--- config.mk ---
export PLATFORM = sky130hd
export DESIGN_NAME = uart_rx
export DESIGN_NICKNAME = d
export VERILOG_FILES = /design/src/rtl/uart_rx.sv
export SDC_FILE = /design/constraint.sdc
export NUM_CORES = 1
export LEC_CHECK = 0
export ABC_AREA = 1
export BUFFER_PORTS_ARGS = -buffer_cell sky130_fd_sc_hd__buf_4
export CAP_MARGIN = 40
export CORE_AREA = 4 4 62 64
export DETAILED_ROUTE_END_ITERATION = 10
export DIE_AREA = 0 0 66 68
export PLACE_DENSITY = 0.76
export SYNTH_ARGS = -nofsm -noshare
export SYNTH_HDL_FRONTEND = slang
export SYNTH_SLANG_ARGS = --single-unit
--- constraint.sdc ---
create_clock -name clk -period 1.7 [get_ports clk]
set_clock_uncertainty 0.1 [all_clocks]
set_input_delay 0.085 -clock clk [delete_from_list [all_inputs] [get_ports clk]]
set_output_delay 0.085 -clock clk [all_outputs]
set_load 0.01 [all_outputs]
--- src/rtl/uart_rx.sv ---
// uart_rx: 8N1 asynchronous serial receiver, LSB first.
// The rx pin goes through a 2-flop synchroniser, and each bit is sampled at mid-bit.
// Received bytes are presented on a valid/ready handshake.
// frame_err_o and overrun_o are single-cycle registered pulses.
module uart_rx #(
    parameter int CLK_FREQ = 62_000_000,
    parameter int BAUD     = 115200
) (
    input  logic       clk,
    input  logic       rstn,
    input  logic       rx_i,
    output logic [7:0] data_o,
    output logic       valid_o,
    input  logic       ready_i,
    output logic       frame_err_o,
    output logic       overrun_o
);

    localparam int BAUD_DIV = CLK_FREQ / BAUD;
    localparam int HALF     = BAUD_DIV / 2;
    localparam int CTR_W    = $clog2(BAUD_DIV);

    localparam logic [CTR_W-1:0] HALF_LAST = CTR_W'(HALF - 1);
    localparam logic [CTR_W-1:0] BIT_LAST  = CTR_W'(BAUD_DIV - 1);

    typedef enum logic [2:0] {
        S_IDLE,
        S_START,
        S_DATA,
        S_STOP,
        S_BREAK
    } state_t;

    state_t           state_q, state_d;
    logic [1:0]       rxSync_q;
    logic [CTR_W-1:0] baudCnt_q, baudCnt_d;
    logic [2:0]       bitIdx_q, bitIdx_d;
    logic [7:0]       shreg_q, shreg_d;
    logic [7:0]       data_q, data_d;
    logic             valid_q, valid_d;
    logic             frameErr_q, frameErr_d;
    logic             overrun_q, overrun_d;
    logic             rxS;

    assign rxS         = rxSync_q[1];
    assign data_o      = data_q;
    assign valid_o     = valid_q;
    assign frame_err_o = frameErr_q;
    assign overrun_o   = overrun_q;

    // Synchroniser for the asynchronous rx pin; it resets to the idle-high level.
    always_ff @(posedge clk) begin
        if (!rstn) begin
            rxSync_q <= 2'b11;
        end else begin
            rxSync_q <= {rxSync_q[0], rx_i};
        end
    end

    // Registers for the receive state, the bit timing and the output side.
    always_ff @(posedge clk) begin
        if (!rstn) begin
            state_q    <= S_IDLE;
            baudCnt_q  <= '0;
            bitIdx_q   <= '0;
            shreg_q    <= '0;
            data_q     <= '0;
            valid_q    <= 1'b0;
            frameErr_q <= 1'b0;
            overrun_q  <= 1'b0;
        end else begin
            state_q    <= state_d;
            baudCnt_q  <= baudCnt_d;
            bitIdx_q   <= bitIdx_d;
            shreg_q    <= shreg_d;
            data_q     <= data_d;
            valid_q    <= valid_d;
            frameErr_q <= frameErr_d;
            overrun_q  <= overrun_d;
        end
    end

    // Frame sequencing and mid-bit sampling, plus the output hold and accept logic.
    always_comb begin
        state_d    = state_q;
        baudCnt_d  = baudCnt_q + 1'b1;
        bitIdx_d   = bitIdx_q;
        shreg_d    = shreg_q;
        data_d     = data_q;
        valid_d    = valid_q;
        frameErr_d = 1'b0;
        overrun_d  = 1'b0;

        // A consumer handshake frees the output register. A delivery in the same cycle may refill it.
        if (valid_q && ready_i) begin
            valid_d = 1'b0;
        end

        case (state_q)
            S_IDLE: begin
                if (!rxS) begin
                    state_d   = S_START;
                    baudCnt_d = '0;
                end
            end
            S_START: begin
                if (baudCnt_q == HALF_LAST) begin
                    baudCnt_d = '0;
                    bitIdx_d  = '0;
                    state_d   = rxS ? S_IDLE : S_DATA;
                end
            end
            S_DATA: begin
                if (baudCnt_q == BIT_LAST) begin
                    baudCnt_d         = '0;
                    shreg_d[bitIdx_q] = rxS;
                    if (bitIdx_q == 3'd7) begin
                        state_d = S_STOP;
                    end else begin
                        bitIdx_d = bitIdx_q + 3'd1;
                    end
                end
            end
            S_STOP: begin
                if (baudCnt_q == BIT_LAST) begin
                    baudCnt_d = '0;
                    if (rxS) begin
                        state_d = S_IDLE;
                        if (!valid_q || ready_i) begin
                            data_d  = shreg_q;
                            valid_d = 1'b1;
                        end else begin
                            overrun_d = 1'b1;
                        end
                    end else begin
                        frameErr_d = 1'b1;
                        state_d    = S_BREAK;
                    end
                end
            end
            S_BREAK: begin
                if (rxS) begin
                    state_d   = S_IDLE;
                    baudCnt_d = '0;
                end
            end
            default: begin
                state_d   = S_IDLE;
                baudCnt_d = '0;
            end
        endcase
    end

endmodule

Word-level counts from Yosys, hierarchy flattened
Index checks and enable logic that the tools add are counted.
{"block": "op_classes", "addsub": 2, "magnitude_cmp": 2, "eq_ne": 14, "mux": 28, "n_reduce_logical": 13}
{"op": "2-to-1 mux 10 bit", "count": 4}
{"op": "one-hot mux 10 bit (4 select lines)", "count": 1}
{"op": "2-to-1 mux 3 bit", "count": 10}
{"op": "one-hot mux 3 bit (5 select lines)", "count": 1}
{"op": "inequality test 2 bit, second input constant", "count": 7}
{"op": "AND reduction 4 bit", "count": 3}
{"op": "adder 10 x 1 -> 10 bit, second input constant", "count": 1}
{"op": "equality test 10 bit, second input constant", "count": 1}
{"op": "equality test 10 x 9 -> 1 bit, second input constant", "count": 1}
{"op": "bitwise mux 8 bit", "count": 1}
{"op": "2-to-1 mux 1 bit", "count": 8}
{"op": "equality test 3 x 2 -> 1 bit, second input constant", "count": 2}
{"op": "equality test 3 bit, second input constant", "count": 2}
{"op": "one-hot mux 3 bit (2 select lines)", "count": 1}
{"op": "AND reduction 6 bit", "count": 1}
{"op": "< comparator 3 x 4 -> 1 bit, second input constant", "count": 1}
{"op": "adder 3 x 1 -> 3 bit, second input constant", "count": 1}
{"op": "demux 1 bit (select 3 bit)", "count": 1}
{"op": "equality test 3 x 1 -> 1 bit, second input constant", "count": 1}
{"op": ">= comparator 3 x 1 -> 1 bit, second input constant", "count": 1}
{"op": "zero test 3 bit", "count": 1}
{"op": "AND reduction 3 bit", "count": 1}
{"op": "logical AND 1 bit", "count": 2}
{"op": "2-to-1 mux 2 bit", "count": 1}
{"op": "5 further kinds", "count": 5}
{"block": "totals", "register_bits": 37, "input_bits": 4, "output_inout_bits": 11, "elab_cells": 68}

Depth between registers and ports, before layout
{"block": "logic_depth", "ltp_word": 6, "ltp_mapped": 12, "mapped_depth_nobuf": 12}

Least setup slack after synthesis
OpenSTA, ideal clock, no wires.
{"block": "synth_path", "path_type": "register to register", "from": "register baudCnt_q[1]", "to": "register data_q[0] (netlist: data_o[0])", "setup_time_ps": 113, "t_arrival_ps": 1337, "t_required_ps": 1487, "path_slack_ps": 150, "path_stages_with_launch": 11, "n_path_buf": 2, "synth_period_minus_slack_ps": 1550, "cell_sequence": "dfxtp_1 inv_1 ha_1 nand2_1 nor3_1 and2_1 buf_6 nand3_4 buf_6 nor2_1 nor2_1"}
{"block": "synth_between", "elab_chain_len": 2}
{"item": "from (decl)", "line": "36", "source": "logic [CTR_W-1:0] baudCnt_q, baudCnt_d;"}
{"item": "from (signal assigned)", "line": "73", "source": "baudCnt_q <= baudCnt_d;"}
{"item": "equality test 10 bit", "line": "125", "source": "if (baudCnt_q == BIT_LAST) begin"}
{"item": "AND reduction 4 bit (no source line)"}
{"item": "to (signal assigned)", "line": "76", "source": "data_q <= data_d;"}
{"item": "to (decl)", "line": "39", "source": "logic [7:0] data_q, data_d;"}
No other way between the ends.
A chain may end at the register's enable or synchronous reset.

Final worst setup path
{"block": "layout_path", "from": "register baudCnt_q[1]", "to": "register shreg_q[1]"}
{"block": "layout_between", "elab_chain_len": 2}
{"item": "equality test 10 bit", "line": "114", "source": "if (baudCnt_q == BIT_LAST) begin"}
{"item": "AND reduction 2 bit (no source line)"}
{"item": "to (signal assigned)", "line": "75", "source": "shreg_q <= shreg_d;"}
{"item": "to (decl)", "line": "38", "source": "logic [7:0] shreg_q, shreg_d;"}
No other way between the ends.

==> metrics.txt <==
# TYPE chip_impl_metric gauge
chip_impl_metric{name="synth-seq-area-share",unit=""} 0.395
chip_impl_metric{name="setup_tns_after_final_layout",unit="ns"} 0
chip_impl_metric{name="die-area",unit="sq um"} 4490
chip_impl_metric{name="p_leak",unit="nW"} 1.00
chip_impl_metric{name="power.switching_fraction",unit=""} 0.402
chip_impl_metric{name="initialDrtViolationCount",unit=""} 111
chip_impl_metric{name="detail_route.vias_per_cell",unit=""} 4.75
chip_impl_metric{name="global_route.usage.total",unit=""} 0.178
chip_impl_metric{name="min_period_over_period",unit=""} 0.937
chip_impl_info{name="hold_class",value="in -> reg"} 1
chip_impl_info{name="critical-path-slowest-cell",value="sky130_fd_sc_hd__dfxtp_2"} 1
chip_impl_metric{name="ioPinCount",unit=""} 15
chip_impl_metric{name="die_height",unit="um"} 68
chip_impl_metric{name="antenna_left",unit=""} 0
chip_impl_metric{name="power_density",unit="nW/um^2"} 1080
chip_impl_metric{name="p_comb_frac",unit=""} 0.377
chip_impl_info{name="yosys_most_used_dff",value="sky130_fd_sc_hd__dfxtp_1"} 1
chip_impl_info{name="worst_setup_path_start_kind",value="flip-flop"} 1
chip_impl_metric{name="number_of_enable_type_register_cells_in_the_synthesized_netlist",unit=""} 0
chip_impl_metric{name="synthAdderAreaFrac",unit=""} 0.0334
chip_impl_metric{name="yosysWarningCount",unit=""} 0
chip_impl_metric{name="synth-seq-cells",unit=""} 37
chip_impl_metric{name="final_net_count",unit=""} 309
chip_impl_metric{name="fin_worst_hold_slack",unit="ns"} 0.120
chip_impl_metric{name="share_seq_of_total_power",unit=""} 0.436
chip_impl_metric{name="synth_compound_gate_area_share",unit=""} 0.0174
chip_impl_info{name="crit_type",value="reg -> reg"} 1
chip_impl_metric{name="detailed_place_hpwl",unit="um"} 2600
chip_impl_metric{name="crit_path_max_incr_delay",unit="ns"} 0.34
chip_impl_info{name="cts_root_buffer",value="sky130_fd_sc_hd__clkbuf_4"} 1
chip_impl_metric{name="grt_pass1_wl",unit="um"} 6220
chip_impl_metric{name="core_area",unit="sq um"} 3280
chip_impl_metric{name="pin_count_of_the_biggest_net_entering_global_routing",unit=""} 25
chip_impl_metric{name="ys_async_sr_fraction",unit=""} 0
chip_impl_metric{name="post_synth_xor_area_fraction",unit=""} 0.0280
chip_impl_info{name="tritoncts",value="done"} 1
chip_impl_metric{name="synthMuxAreaShare",unit=""} 0
chip_impl_metric{name="place_congestion",unit=""} 0.856
chip_impl_metric{name="clock_power_share",unit=""} 0.187
chip_impl_metric{name="syn_nets",unit=""} 287
chip_impl_metric{name="route.final.wire_length",unit="um"} 3690
chip_impl_info{name="synth_cell_count_leaders",value="72 x sky130_fd_sc_hd__nand2_1, 63 x sky130_fd_sc_hd__nor2_1, 37 x sky130_fd_sc_hd__dfxtp_1, 37 x sky130_fd_sc_hd__inv_1, 18 x sky130_fd_sc_hd__nand3_1"} 1
chip_impl_metric{name="num_cts_buffers",unit=""} 5
chip_impl_metric{name="cell_row_count",unit=""} 21
chip_impl_metric{name="area_growth",unit="%"} 17.4
chip_impl_metric{name="post_synth_and_or_nand_nor_area_fraction",unit=""} 0.418
chip_impl_metric{name="drc_errors",unit=""} 0
chip_impl_metric{name="syn_area_per_cell",unit="sq um"} 6.74
chip_impl_info{name="cp-end-kind",value="flip-flop"} 1
chip_impl_metric{name="syn-cell-area",unit="sq um"} 1870
chip_impl_metric{name="setup-violations-final",unit=""} 0
chip_impl_metric{name="maxCapViolCount",unit=""} 0
chip_impl_info{name="crit_chain",value="inv_2, ha_2, nand2_2, nor3_2, and2_4, buf_4, nand3_2, nor2_1, nor2_1"} 1
chip_impl_metric{name="number_of_antenna_violations_at_the_first_check_in_global_routing",unit=""} 0
chip_impl_metric{name="drive_above_1_share",unit=""} 0.219
chip_impl_info{name="dominant_combinational_cell_family_by_area_after_synthesis",value="simple AND/OR/NAND/NOR gates"} 1
chip_impl_metric{name="routed_wire_length_per_instance",unit="um"} 10.6
chip_impl_metric{name="grt.overflow.total",unit=""} 0
chip_impl_metric{name="worst-endpoint-required",unit="ns"} 1.84
chip_impl_metric{name="yosys.cell_types.count",unit=""} 29
chip_impl_metric{name="power.internal",unit="mW"} 1.43
chip_impl_metric{name="yosysTopAreaCellShare",unit=""} 0.395
chip_impl_metric{name="clock_network_latency_to_the_later_pin_of_the_worst_skew_pair",unit="ns"} 0.34
chip_impl_metric{name="ctsHtreeMaxLevel",unit=""} 2
chip_impl_metric{name="fp.dieW",unit="um"} 66
chip_impl_metric{name="timing_limited_maximum_frequency",unit="MHz"} 628
chip_impl_metric{name="timing.critical_path.fanout_max",unit=""} 5
chip_impl_metric{name="gate_count_after_technology_mapping",unit=""} 278
chip_impl_metric{name="slew_headroom",unit=""} 0.690
chip_impl_metric{name="detailroute.via_count",unit=""} 1647
chip_impl_metric{name="initial_utilization",unit=""} 0.571
chip_impl_metric{name="vdd_ir_drop_max",unit="mV"} 0.982
chip_impl_info{name="rsz_0062_raised_after_global_routing",value="yes"} 1
chip_impl_metric{name="portBuffers",unit=""} 14
chip_impl_info{name="outcome",value="complete, no violations"} 1
chip_impl_metric{name="crit_arrival",unit="ns"} 1.73
chip_impl_metric{name="post-route-worst-setup-slack",unit="ns"} 0.107
chip_impl_info{name="synthMostInstantiatedCell",value="sky130_fd_sc_hd__nand2_1"} 1
chip_impl_metric{name="numClockSinks",unit=""} 37
chip_impl_metric{name="drt_pre_antenna_iters",unit=""} 5
chip_impl_metric{name="power.net_switching",unit="mW"} 0.960
chip_impl_metric{name="worstMarginPinSlew",unit="ns"} 0.464
chip_impl_info{name="critical_path.most_common_cell",value="sky130_fd_sc_hd__nor2_1"} 1
chip_impl_metric{name="diodes",unit=""} 0
chip_impl_metric{name="clock_path_buffers",unit=""} 2
chip_impl_metric{name="slew_violations",unit=""} 0
chip_impl_metric{name="via_count_of_the_first_global_routing_pass",unit=""} 1532
chip_impl_info{name="netlist.top_cell.by_area",value="sky130_fd_sc_hd__dfxtp_1"} 1
chip_impl_metric{name="dpl_worst_slack",unit="ns"} 0.0183
chip_impl_metric{name="timing.final.crit_period",unit="ns"} 1.59
chip_impl_metric{name="cts_post_setup_buffers_inserted",unit=""} 0
chip_impl_info{name="synth_top_cells_by_area",value="sky130_fd_sc_hd__dfxtp_1 40%, sky130_fd_sc_hd__nand2_1 14%, sky130_fd_sc_hd__nor2_1 13%"} 1
chip_impl_metric{name="finalHoldViolations",unit=""} 0
chip_impl_metric{name="worst_setup_hold_path_clk_slew",unit="ns"} 0.11
==> cell families (layout without fill, tap and decap cells) <==
group | after synthesis | count (layout)
and+or+nand+nor | 176 | 177
buffers and inverters | 49 | 71
DFF | 37 | 37
xor gates and xnor gates | 6 | 6
adders and majority gates | 5 | 5
AOI/OAI and AO/OA | 5 | 5
==> cell type report <==
cell class              instances  area [sq um]
fillers                       297          1080
clock inverters                 3          17.5
multi-input cells             193          1030
clock buffers                   5          37.5
repair buffers                 19           148
inverters                      44           165
well taps                      46          57.6
flip-flops and latches         37           743
==> layout by cell type, fill, tap and decap left out, types with 3 or more instances in the layout <==
cell type / count
sky130_fd_sc_hd__a21oi_1: 4
sky130_fd_sc_hd__buf_4: 17
sky130_fd_sc_hd__clkbuf_4: 5
sky130_fd_sc_hd__dfxtp_1: 35
sky130_fd_sc_hd__ha_1: 4
sky130_fd_sc_hd__inv_1: 36
sky130_fd_sc_hd__inv_2: 8
sky130_fd_sc_hd__nand2_1: 68
sky130_fd_sc_hd__nand2_2: 5
sky130_fd_sc_hd__nand3_1: 16
sky130_fd_sc_hd__nand3_4: 3
sky130_fd_sc_hd__nor2_1: 61
sky130_fd_sc_hd__nor2_4: 4
sky130_fd_sc_hd__nor3_2: 5
sky130_fd_sc_hd__nor3b_2: 3
sky130_fd_sc_hd__xor2_1: 5
==> per-stage QoR <==
step,util,power (mW),cell area (sq um),instances
finish,0.670,2.38,2200,347
global route,0.670,2.58,2200,347
CTS,0.639,2.35,2100,346
detailed placement,0.616,1.88,2020,336
global placement,0.616,1.87,2020,336
floorplan,-,1.72,1870,278
==> state kept, by name (all words and copies together), names as in the netlist, 2 cells and up <==
signal / cells
baudCnt_q: 10
state_q: 3
rxSync_q: 2
shreg_q: 8
data_o: 8
bitIdx_q: 3
==> power groups by stage <==
stage	Sequential [mW]	Combinational (mW)	Clock [mW]
2_1_floorplan	1.04	0.672	0
3_3_place_gp	1.05	0.823	0
3_5_place_dp	1.05	0.828	0
4_1_cts	1.03	0.848	0.467
5_1_grt	1.05	1.03	0.497
6_report	1.04	0.900	0.445
==> path summary, 6_finish.rpt <==
| path | depth (start not counted) | endpoint | slack [ns] | from |
|---|---|---|---|---|
| worst max-delay path | 9 | shreg_q[1] | 0.11 | baudCnt_q[1] |
| worst max register to register | 9 | shreg_q[1] | 0.11 | baudCnt_q[1] |
| worst min-delay path | 4 | valid_o | 0.12 | ready_i |
| worst min register to register | 1 | rxSync_q[1] | 0.33 | rxSync_q[0] |
==> metal layers <==
layer / GRT usage / vias to the layer above / wire length (um)
met5: 0 / - / 0
met3: 0.0443 / 4 / 169
met1: 0.202 / 724 / 1700
li1: - / 890 / -
met2: 0.325 / 29 / 1770
met4: 0.0609 / 0 / 51
==> critical path: cells and delay by family, from the launching register on <==
| kind | cells | cell delay, ns |
|---|---|---|
| and+or+nand+nor | 6 | 0.68 |
| adders and majority gates | 1 | 0.17 |
| buffers and inverters | 2 | 0.21 |
| DFF | 1 | 0.34 |
==> repair_timing <==
| action | 4_1_cts | 5_1_grt |
|---|---|---|
| resized for setup | 1 | 24 |
| cloned | 0 | 1 |
| endpoints found under the hold margin | 18 | 0 |
| pin swaps | 0 | 5 |
| hold buffers | 2 | 0 |
| setup endpoints to repair | 1 | 33 |
Power figures use the tool's default switching activity.
